==> src/rtl/io_port_ctrl.sv <==
// I/O-mapped port responder: CPU writes to the data register fill a TX FIFO drained by a
// valid/ready device, device pushes fill an RX FIFO read back through the same register.
module io_port_ctrl #(
    parameter int          DW        = 16,
    parameter int          TX_DEPTH  = 4,
    parameter int          RX_DEPTH  = 4,
    parameter logic [15:0] BASE_ADDR = 16'h0000
) (
    input  logic          clk,
    input  logic          rst_n,
    input  logic          iom_in,
    input  logic          wen_in,
    input  logic [15:0]   addr_in,
    input  logic [DW-1:0] data_in,
    output logic [DW-1:0] data_out,
    output logic [DW-1:0] tx_data,
    output logic          tx_valid,
    input  logic          tx_ready,
    input  logic [DW-1:0] rx_data,
    input  logic          rx_valid,
    output logic          rx_ready
);

    localparam int TPW = (TX_DEPTH > 1) ? $clog2(TX_DEPTH) : 1;
    localparam int RPW = (RX_DEPTH > 1) ? $clog2(RX_DEPTH) : 1;
    localparam logic [15:0]    STAT_ADDR   = BASE_ADDR + 16'd1;
    localparam logic [TPW-1:0] TX_LAST     = TPW'(TX_DEPTH - 1);
    localparam logic [RPW-1:0] RX_LAST     = RPW'(RX_DEPTH - 1);
    localparam logic [3:0]     TX_FULL_CNT = 4'(TX_DEPTH);
    localparam logic [3:0]     RX_FULL_CNT = 4'(RX_DEPTH);

    logic [DW-1:0]  tx_mem_q [TX_DEPTH];
    logic [DW-1:0]  rx_mem_q [RX_DEPTH];
    logic [TPW-1:0] tx_wp_q, tx_wp_d, tx_rp_q, tx_rp_d;
    logic [RPW-1:0] rx_wp_q, rx_wp_d, rx_rp_q, rx_rp_d;
    logic [3:0]     tx_cnt_q, tx_cnt_d, rx_cnt_q, rx_cnt_d;
    logic           ovf_q, ovf_d, unf_q, unf_d;

    logic hit_d, hit_s, tx_full, rx_empty;
    logic tx_push, tx_pop, rx_push, rx_pop;
    logic ovf_set, unf_set, ovf_clr, unf_clr;
    logic [DW-1:0] status;

    function automatic logic [TPW-1:0] tx_inc(input logic [TPW-1:0] p);
        return (p == TX_LAST) ? '0 : p + 1'b1;
    endfunction

    function automatic logic [RPW-1:0] rx_inc(input logic [RPW-1:0] p);
        return (p == RX_LAST) ? '0 : p + 1'b1;
    endfunction

    assign hit_d    = iom_in && (addr_in == BASE_ADDR);
    assign hit_s    = iom_in && (addr_in == STAT_ADDR);
    assign tx_full  = (tx_cnt_q == TX_FULL_CNT);
    assign rx_empty = (rx_cnt_q == 4'd0);
    assign tx_valid = (tx_cnt_q != 4'd0);
    assign rx_ready = (rx_cnt_q != RX_FULL_CNT);
    assign tx_data  = tx_mem_q[tx_rp_q];

    // Push/pop decisions use start-of-cycle state only; a same-cycle pop never makes room.
    assign tx_push = hit_d && !wen_in && !tx_full;
    assign ovf_set = hit_d && !wen_in && tx_full;
    assign tx_pop  = tx_valid && tx_ready;
    assign rx_pop  = hit_d && wen_in && !rx_empty;
    assign unf_set = hit_d && wen_in && rx_empty;
    assign rx_push = rx_valid && rx_ready;
    assign ovf_clr = hit_s && !wen_in && data_in[2];
    assign unf_clr = hit_s && !wen_in && data_in[3];

    assign status = {{(DW-12){1'b0}}, rx_cnt_q, tx_cnt_q, unf_q, ovf_q, rx_empty, tx_full};

    // Read data is held at zero while reset is asserted.
    always_comb begin
        data_out = '0;
        if (rst_n && wen_in) begin
            if (hit_d && !rx_empty) data_out = rx_mem_q[rx_rp_q];
            else if (hit_s)         data_out = status;
        end
    end

    always_comb begin
        tx_wp_d  = tx_push ? tx_inc(tx_wp_q) : tx_wp_q;
        tx_rp_d  = tx_pop  ? tx_inc(tx_rp_q) : tx_rp_q;
        rx_wp_d  = rx_push ? rx_inc(rx_wp_q) : rx_wp_q;
        rx_rp_d  = rx_pop  ? rx_inc(rx_rp_q) : rx_rp_q;
        tx_cnt_d = tx_cnt_q;
        if (tx_push && !tx_pop)      tx_cnt_d = tx_cnt_q + 4'd1;
        else if (!tx_push && tx_pop) tx_cnt_d = tx_cnt_q - 4'd1;
        rx_cnt_d = rx_cnt_q;
        if (rx_push && !rx_pop)      rx_cnt_d = rx_cnt_q + 4'd1;
        else if (!rx_push && rx_pop) rx_cnt_d = rx_cnt_q - 4'd1;
        ovf_d = ovf_set || (ovf_q && !ovf_clr);
        unf_d = unf_set || (unf_q && !unf_clr);
    end

    always_ff @(posedge clk or negedge rst_n) begin
        if (!rst_n) begin
            tx_wp_q  <= '0;
            tx_rp_q  <= '0;
            rx_wp_q  <= '0;
            rx_rp_q  <= '0;
            tx_cnt_q <= '0;
            rx_cnt_q <= '0;
            ovf_q    <= 1'b0;
            unf_q    <= 1'b0;
        end else begin
            tx_wp_q  <= tx_wp_d;
            tx_rp_q  <= tx_rp_d;
            rx_wp_q  <= rx_wp_d;
            rx_rp_q  <= rx_rp_d;
            tx_cnt_q <= tx_cnt_d;
            rx_cnt_q <= rx_cnt_d;
            ovf_q    <= ovf_d;
            unf_q    <= unf_d;
        end
    end

    // Storage is not reset: emptiness is tracked by the counts alone.
    always_ff @(posedge clk) begin
        if (tx_push) tx_mem_q[tx_wp_q] <= data_in;
        if (rx_push) rx_mem_q[rx_wp_q] <= rx_data;
    end

endmodule

==> config.mk <==
export PLATFORM = sky130hd
export DESIGN_NAME = io_port_ctrl
export DESIGN_NICKNAME = d
export VERILOG_FILES = /design/src/rtl/io_port_ctrl.sv
export SDC_FILE = /design/constraint.sdc
export NUM_CORES = 1
export LEC_CHECK = 0
export BUFFER_PORTS_ARGS = -buffer_cell sky130_fd_sc_hd__buf_2
export CAP_MARGIN = 20
export CORE_UTILIZATION = 50
export DETAILED_ROUTE_END_ITERATION = 7
export HOLD_SLACK_MARGIN = 0.03
export PLACE_DENSITY_LB_ADDON = 0.15
export SLEW_MARGIN = 25
export SYNTH_ARGS = -nofsm -noshare
export SYNTH_HDL_FRONTEND = slang
export SYNTH_SLANG_ARGS = --single-unit
export TNS_END_PERCENT = 30
==> constraint.sdc <==
create_clock -name clk -period 3.5 [get_ports clk]
set_input_delay 0.175 -clock clk [delete_from_list [all_inputs] [get_ports clk]]
set_output_delay 0.175 -clock clk [all_outputs]
set_load 0.02 [all_outputs]
==> results by group, run 1 <==
Setup path
  • Longest individual stage delay on the worst path: 0.60 ns
  • Most frequent cell on the critical path: sky130_fd_sc_hd__ha_1
  • Number of buffer and inverter instances along the worst setup path: 1
  • Crit path max-delay cell type: sky130_fd_sc_hd__or4_1
  • Arrival time at the worst endpoint: 3.07 ns
  • Worst r2r path cells: 8
  • Start of the worst register-to-register path: tx_cnt_q[1]
  • Start-to-end type of the worst setup path: flop to flop
  • Type of element launching the critical path: flop
  • Endpoint of the most critical register-to-register path: tx_cnt_q[3]
  • Maximum fanout along the worst path: 6
  • Gate family responsible for the most delay along the worst path: simple AND/OR/NAND/NOR gates
  • Worst EP required: 3.78 ns
  • Flop-to-flop setup slack: 0.70 ns
  • Cell-by-cell trace of the critical path: or4_1 > nand2_1 > ha_1 > inv_1 > ha_1 > a21o_1 > a2111oi_0 > o31ai_1
  • Worst setup EP type: flop

Clocking
  • Clock latency of the later-clocked register in the worst-skew pair: 0.41 ns
  • Clock-pin slew on the worst setup and hold paths: 0.06 ns
  • CTS-repair resized insts: 0
  • Number of buffers created by CTS: 17
  • Maximum number of buffers from clock root to sink: 2
  • TritonCTS clock tree: built
  • Root Buffer Master: sky130_fd_sc_hd__clkbuf_16
  • Number of clock sinks: 146
  • H-tree level count: 4

STA
  • Setup tns final: 0 ns
  • Tcrit/Tclk final: 0.7987
  • Final hold vios: 0
  • Worst setup skew after layout: 0.006959 ns
  • Total of endpoints with negative setup slack in the final report: 0
  • Max-slew violation count: 0
  • Slew at the pin closest to its max-slew limit: 0.9389 ns
  • Worst hold slack across all endpoints: 0.1277 ns
  • RSZ-0062 raised after global routing: false
  • Time the worst path needs with I/O delays and setup: 2.795 ns
  • Maximum operating frequency: 357.7 MHz
  • Slew margin rel.: 0.3740

Synthesis
  • Number of synthesized register bits: 146
  • Most frequent cells after synthesis: sky130_fd_sc_hd__edfxtp_1, sky130_fd_sc_hd__mux4_2, sky130_fd_sc_hd__dfrtp_1
  • Leading area contributor after synthesis: sky130_fd_sc_hd__edfxtp_1
  • Synthesized netlist cell count: 323
  • Post-synthesis sequential area ratio: 0.7023
  • Cell with the most instances after synthesis: sky130_fd_sc_hd__edfxtp_1
  • Number of enable flip-flop cells after synthesis: 128
  • Share of flip-flops with an asynchronous set or reset after synthesis: 0.1233
  • Synthesis Warnings: 0
  • Distinct cell type count after synthesis: 36
  • Post-synth net total: 395
  • Cell Area, Synth: 6115 sq um
  • Mean Syn Cell Area: 18.93 sq um
  • Most instantiated flip-flop cell in the synthesis netlist: sky130_fd_sc_hd__edfxtp_1
  • Leading cell types by total area after synthesis: sky130_fd_sc_hd__edfxtp_1, sky130_fd_sc_hd__mux4_2, sky130_fd_sc_hd__dfrtp_1
  • Proportion of netlist area held by the largest area contributor: 0.6286

Global routing
  • Largest net degree at the start of global routing: 20
  • Initial antenna violation count: 0
  • Total global-route track usage: 0.1961
  • Via count of the first global-routing pass: 3568
  • First-pass GRT wire length: 18140 um
  • Global route overflow: 0

Min path
  • Worst Hold Launch: wen_in
  • Cell depth of the worst hold path: 3
  • Worst hold path class: primary input to flop
  • Hold worst-path end: unf_q

Placed design
  • Placer's final routability congestion estimate: 0.7809
  • Detailed placement HPWL: 7390 um
  • Port-buffer cells: 87

Layout
  • Ratio of cells with drive above 1 in the final layout: 0.3670
  • Final-layout fill cell count: 831
  • Area taken by multi-input logic gates: 1730 sq um
  • Synth-to-Final Area Change: 24.00%
  • Final #Nets: 525
  • Sequential cell area in the final layout: 4294 sq um
  • Diode insertion count for antenna repair: 0

Drt
  • Via count of the routed design: 3317
  • Detailed-route DRC error count: 0
  • Detail-routed net length per standard cell: 18.46 um
  • Number of iterations in the first detailed-routing pass: 4
  • Detail-routed via count per cell: 5.411
  • Number of DRC markers after the initial detailed-route iteration: 194
  • Antenna viol nets, final: 0
  • DRT Wirelength: 11310 um

Power
  • Worst vdd rail ir drop: 0.4672 mV
  • P_leak: 2.804 nW
  • Power Dens Cells: 670.2 nW/um^2

Floorplanning
  • Core region area: 11960 sq um
  • Die footprint: 12680 sq um
  • I/O Pins: 88
  • Number of standard-cell rows in the floorplan: 40
  • Die X-Extent: 112.6 um
  • DIE HEIGHT: 112.6 um
  • Initial core utilization: 0.5112

Status
  • Run status: finished, final reports clean

Run
  • Count of max-cap constraint violations: 0
-- power breakdown --
group          total, mW  leakage (nW)  switching [mW]  internal (mW)
Sequential          2.36          1.39           0.225           2.13
Clock               1.66         0.263           0.681          0.976
Combinational       1.07          1.15           0.540          0.525
Total               5.08          2.80            1.45           3.64
-- layer usage --
layer  track usage  wire length (um)  up-vias
li1              -                 -     1568
met1        0.2294              4535     1639
met2        0.3420              5996       95
met3       0.04212               547       15
met4        0.1004               233        0
met5             0                 0        -
-- per-stage QoR --
| stage | instances | setup WS (ns) | total power [mW] | util | instance area [sq um] |
|---|---|---|---|---|---|
| finish | 613 | 0.7046 | 5.082 | 0.6339 | 7582 |
| CTS | 613 | 0.6968 | 5.139 | 0.6339 | 7582 |
| detailed placement | 548 | 0.6579 | 3.450 | 0.5608 | 6708 |
| floorplan | 323 | 0.8670 | 3.091 | - | 6115 |
| global route | 613 | 0.5883 | 5.327 | 0.6339 | 7582 |
| global placement | 548 | 0.8167 | 3.422 | 0.5608 | 6708 |
-- flip-flops by register name (all words and copies together), names as in the netlist --
| signal | cells |
|---|---|
| rx_mem_q | 64 |
| tx_mem_q | 64 |
| rx_cnt_q | 4 |
| tx_cnt_q | 4 |
| rx_rp_q | 2 |
| rx_wp_q | 2 |
| tx_rp_q | 2 |
| tx_wp_q | 2 |
| ovf_q | 1 |
| unf_q | 1 |
-- cells in the final DEF (no fill, tap or decap), types with 5 or more instances in the layout --
master / n
sky130_fd_sc_hd__clkbuf_16: 17
sky130_fd_sc_hd__dlygate4sd3_1: 33
sky130_fd_sc_hd__buf_4: 5
sky130_fd_sc_hd__nor3_1: 8
sky130_fd_sc_hd__edfxtp_1: 128
sky130_fd_sc_hd__buf_2: 87
sky130_fd_sc_hd__mux4_2: 32
sky130_fd_sc_hd__mux2_2: 7
sky130_fd_sc_hd__a22oi_1: 11
sky130_fd_sc_hd__nand2_1: 12
sky130_fd_sc_hd__ha_1: 16
sky130_fd_sc_hd__o21ai_0: 6
sky130_fd_sc_hd__inv_1: 7
sky130_fd_sc_hd__a21oi_1: 5
sky130_fd_sc_hd__nor2_1: 15
sky130_fd_sc_hd__dfrtp_1: 18
-- worst max-delay path by stage --
stage,to,slack (ns),from,cells past startpoint
detailed placement,tx_cnt_q[3],0.66,addr_in[11],10
finish,tx_cnt_q[3],0.70,tx_cnt_q[1],8
global route,tx_cnt_q[3],0.59,tx_cnt_q[1],8
floorplan,tx_cnt_q[3],0.87,tx_cnt_q[1],8
global placement,tx_cnt_q[3],0.82,addr_in[11],10
CTS,tx_cnt_q[3],0.70,tx_cnt_q[1],8
-- layout make-up --
cell class,instances,area share
clock buffers,19,0.05710
repair buffers,125,0.1059
inverters,7,0.003465
well taps,147,0.02426
clock inverters,13,0.01469
multi-input cells,156,0.2282
flip-flops and latches,146,0.5663
-- cells by family (layout without fill, tap and decap cells) --
family                     count (synthesis)  count (layout)  share of synthesized area
DFF                                      146             146                     0.7023
and+or+nand+nor                           60              60                    0.06671
muxes                                     43              43                     0.1377
AOI/OAI and AO/OA                         31              31                    0.03356
buffers and inverters                     21             164                    0.01473
adders and majority gates                 18              18                    0.03929
xor gates and xnor gates                   4               4                   0.005729
-- worst register-to-register path: cells and delay by family, from the launching register on --
kind | cells | cell delay (ns)
AO/OA/AOI/OAI | 3 | 0.76
adder cells (fa/ha/maj) | 2 | 0.54
buffers and inverters | 1 | 0.12
flip-flops | 1 | 0.46
AND/OR/NAND/NOR | 2 | 0.79
-- repair_timing --
action | in CTS | in global routing
setup buffers | 0 | 0
hold endpoints to repair | 146 | 0
hold buffers | 33 | 0
Power figures use the tool's default switching activity.
==> run 2: changes to the inputs <==
--- a/config.mk
+++ b/config.mk
@@ -5,6 +5,7 @@
 export SDC_FILE = /design/constraint.sdc
 export NUM_CORES = 1
 export LEC_CHECK = 0
+export ABC_AREA = 1
 export BUFFER_PORTS_ARGS = -buffer_cell sky130_fd_sc_hd__buf_2
 export CAP_MARGIN = 20
 export CORE_UTILIZATION = 50
==> constraint.sdc (replaced) <==
create_clock -name clk -period 2.4 [get_ports clk]
set_input_delay 0.12 -clock clk [delete_from_list [all_inputs] [get_ports clk]]
set_output_delay 0.12 -clock clk [all_outputs]
set_load 0.02 [all_outputs]
==> run 2 against run 1 <==
  * Flip-flop and latch count unchanged
  * Total power up 60%
  * Design area up 7.9%
  * Largest cell class unchanged
  * Largest power group unchanged
==> results by group, run 2 <==
Status
  • Run status: finished, final reports clean

Placed design
  • Placed cell area: 7202 sq um (+7.4%)
  • Placer's final routability congestion estimate: 0.8644 (+11%)
  • Detailed placement HPWL: 8880 um (+20%)
  • Port-buffer cells: 87 (unchanged)

Global routing
  • Initial antenna violation count: 0 (unchanged)
  • Via count of the first global-routing pass: 4518 (+27%)
  • Global route overflow: 0 (unchanged)
  • Largest net degree at the start of global routing: 36 (+80%)
  • First-pass GRT wire length: 22130 um (+22%)
  • Total global-route track usage: 0.2257 (+0.02956)

STA
  • Final hold vios: 0 (unchanged)
  • Slew margin rel.: 0.6239 (+0.2498)
  • Max-slew violation count: 0 (unchanged)
  • Worst setup skew after layout: 0.006816 ns (-0.0001428 ns)
  • Total of endpoints with negative setup slack in the final report: 0 (unchanged)
  • Time the worst path needs with I/O delays and setup: 2.222 ns (-0.5738 ns)
  • Tcrit/Tclk final: 0.9256 (+0.1270)
  • Setup tns final: 0 ns (unchanged)
  • RSZ-0062 raised after global routing: true
  • Maximum operating frequency: 450.1 MHz (+26%)
  • Slew at the pin closest to its max-slew limit: 0.5636 ns (-0.3753 ns)

Layout
  • Final-layout fill cell count: 971 (+17%)
  • Ratio of cells with drive above 1 in the final layout: 0.2285 (-0.1385)
  • Diode insertion count for antenna repair: 0 (unchanged)
  • Sequential cell area in the final layout: 4295 sq um (about the same)
  • Synth-to-Final Area Change: 26.50%
  • Commonest cells after routing, fill and taps aside: sky130_fd_sc_hd__edfxtp_1, sky130_fd_sc_hd__nand2_1, sky130_fd_sc_hd__nor2_1, sky130_fd_sc_hd__buf_2, sky130_fd_sc_hd__o21ai_0
  • Area taken by multi-input logic gates: 1904 sq um (+10%)
  • Top flop regs: rx_mem_q x64, tx_mem_q x64
  • Final design instance area without fill: 8183 sq um (+7.9%)
  • Most common cell after layout, fill and taps aside: sky130_fd_sc_hd__edfxtp_1
  • Final #Nets: 805 (+53%)
  • Fin util: 0.6484 (+0.01453)

Synthesis
  • Number of synthesized register bits: 146 (unchanged)
  • Synth Area in Compound Gates: 0.06867 (+0.03511)
  • Post-synth net total: 662 (+68%)
  • Most instantiated flip-flop cell in the synthesis netlist: sky130_fd_sc_hd__edfxtp_1
  • Post-synthesis share of cell area spent on and, or, nand and nor gates: 0.1768 (+0.1101)
  • Proportion of netlist area held by the largest area contributor: 0.5942 (-0.03441)
  • Area share of fa/ha/maj cells after synthesis: 0.03714 (-0.002151)
  • Multiplexer share of the synthesized area: 0.003482 (-0.1342)
  • Cell with the most instances after synthesis: sky130_fd_sc_hd__edfxtp_1
  • Leading cell types by total area after synthesis: sky130_fd_sc_hd__edfxtp_1, sky130_fd_sc_hd__dfrtp_1, sky130_fd_sc_hd__nand2_1
  • Share of flip-flops with an asynchronous set or reset after synthesis: 0.1233 (unchanged)
  • Number of enable flip-flop cells after synthesis: 128 (unchanged)
  • Distinct cell type count after synthesis: 25 (-31%)
  • Most frequent cells after synthesis: sky130_fd_sc_hd__edfxtp_1, sky130_fd_sc_hd__nand2_1, sky130_fd_sc_hd__nor2_1
  • Mean Syn Cell Area: 10.96 sq um (-42%)
  • Largest family of logic cells by synthesized area: simple AND/OR/NAND/NOR gates
  • Cell Area, Synth: 6469 sq um (+5.8%)
  • Synthesis Warnings: 0 (unchanged)
  • Synthesized netlist cell count: 590 (+83%)
  • Post-synthesis sequential area ratio: 0.6638 (-0.03844)
  • Post-Synth XOR/XNOR Area: 0.005416 (-0.0003136)
  • Leading area contributor after synthesis: sky130_fd_sc_hd__edfxtp_1

Drt
  • Number of DRC markers after the initial detailed-route iteration: 251 (+29%)
  • Antenna viol nets, final: 0 (unchanged)
  • Number of iterations in the first detailed-routing pass: 5 (+1)
  • Detail-routed via count per cell: 5.048 (-6.7%)
  • Detail-routed net length per standard cell: 15.33 um (-17%)
  • Detailed-route DRC error count: 0 (unchanged)
  • Via count of the routed design: 4624 (+39%)
  • DRT Wirelength: 14040 um (+24%)

Setup path
  • Most frequent cell on the critical path: sky130_fd_sc_hd__nand2_1
  • Cell-by-cell trace of the critical path: nor2_2 > nand3_2 > inv_2 > nor2_4 > nand2_1 > ha_1 > inv_2 > ha_1 > a21oi_1 > nand2_1 > a21oi_2 > o21ai_0 > nand2_1 > nand2_1
  • Maximum fanout along the worst path: 6 (unchanged)
  • Number of buffer and inverter instances along the worst setup path: 2 (+1)
  • Worst r2r path cells: 14 (+6)
  • Endpoint of the most critical register-to-register path: rx_cnt_q[3]
  • Crit path max-delay cell type: sky130_fd_sc_hd__dfrtp_1
  • Longest individual stage delay on the worst path: 0.39 ns (-0.21 ns)
  • Start of the worst register-to-register path: rx_cnt_q[0]
  • Type of element launching the critical path: flop
  • Gate family responsible for the most delay along the worst path: simple AND/OR/NAND/NOR gates
  • Start-to-end type of the worst setup path: flop to flop
  • Worst setup EP type: flop
  • Arrival time at the worst endpoint: 2.53 ns (-0.54 ns)
  • Worst EP required: 2.71 ns (-1.07 ns)
  • Flop-to-flop setup slack: 0.18 ns (-0.53 ns)

Floorplanning
  • Die X-Extent: 115.7 um (+2.8%)
  • DIE HEIGHT: 115.7 um (+2.8%)
  • I/O Pins: 88 (unchanged)
  • Core region area: 12620 sq um (+5.5%)
  • Initial core utilization: 0.5126 (+0.001399)
  • Die footprint: 13400 sq um (+5.7%)
  • Number of standard-cell rows in the floorplan: 41 (+2.5%)

Min path
  • Worst Hold Launch: tx_ready
  • Worst hold path class: primary input to flop
  • Hold worst-path end: tx_rp_q[0]
  • Cell depth of the worst hold path: 3 (unchanged)

Power
  • Worst vdd rail ir drop: 0.6460 mV (+38%)
  • Power Dens Cells: 991.3 nW/um^2 (+48%)
  • P_leak: 3.287 nW (+17%)

Clocking
  • TritonCTS clock tree: built
  • Number of clock sinks: 146 (unchanged)
  • Root Buffer Master: sky130_fd_sc_hd__clkbuf_16
  • Clock-pin slew on the worst setup and hold paths: 0.06 ns (about the same)
  • Clock latency of the later-clocked register in the worst-skew pair: 0.42 ns (about the same)
  • Maximum number of buffers from clock root to sink: 2 (unchanged)
  • H-tree level count: 4 (unchanged)
  • Number of buffers created by CTS: 17 (unchanged)

Run
  • Count of max-cap constraint violations: 0 (unchanged)
-- run 2: tightest hold or removal path: stages --
cell and delay [ns]:
sky130_fd_sc_hd__buf_2 0.10, sky130_fd_sc_hd__nand2_2 0.11, sky130_fd_sc_hd__a21oi_1 0.08
-- run 2: how the worst max path moves through the flow --
| stage | end | slack, ns | from | depth (start not counted) |
|---|---|---|---|---|
| after floorplan | rx_cnt_q[3] | 0.1 | rx_cnt_q[0] | 13 |
| after global placement | rx_cnt_q[3] | 0.20 | rx_cnt_q[1] | 14 |
| after detailed placement | rx_cnt_q[3] | 0.06 | addr_in[13] | 16 |
| after CTS | rx_cnt_q[3] | 0.07 | rx_cnt_q[1] | 14 |
| after global routing | rx_cnt_q[3] | -0.05 | rx_cnt_q[0] | 14 |
| final | rx_cnt_q[3] | 0.18 | rx_cnt_q[0] | 14 |
-- run 2: cells by family after synthesis --
kind of cell / after synthesis
simple gates: 267
xor+xnor: 4
compound gates: 83
flops: 146
buf+inv: 70
mux: 2
fa+ha+maj: 18
-- run 2: metrics by stage --
step           hold slack, ns  std cells  total power, mW  setup slack (ns)
2_1_floorplan         -0.1756        590            4.569           0.09845
3_3_place_gp           0.1056        852            5.218            0.1973
3_5_place_dp           0.1199        852            5.290           0.06254
4_1_cts               0.03015        915            8.130           0.06520
5_1_grt               0.05405        916            8.534          -0.05005
6_report              0.03874        916            8.112            0.1785
-- run 2: area by class of cell --
type | instances | share of cell area
Multi-Input combinational cell | 374 | 0.2327
Inverter | 47 | 0.02202
Clock inverter | 11 | 0.02278
Sequential cell | 146 | 0.5249
Clock buffer | 19 | 0.05291
Timing Repair Buffer | 147 | 0.1183
Tap cell | 172 | 0.02630
-- run 2: what timing repair did --
item,CTS,global route
buffers inserted,0,1
hold buffers,33,0
resized for setup,0,11
endpoints found under the hold margin,147,0
setup endpoints to repair,0,3
-- run 2: power breakdown --
group          internal, mW  switching [mW]  total, mW  leakage [nW]
Sequential             3.10           0.117       3.22          1.39
Clock                  1.82           0.965       2.79         0.296
Combinational         0.739            1.36       2.10          1.60
-- run 2: routing by layer --
layer,track usage,share of wire
met1,0.2790,0.44
met2,0.3737,0.48
met5,0,0
met3,0.08473,0.073
met4,0.06154,0.0074
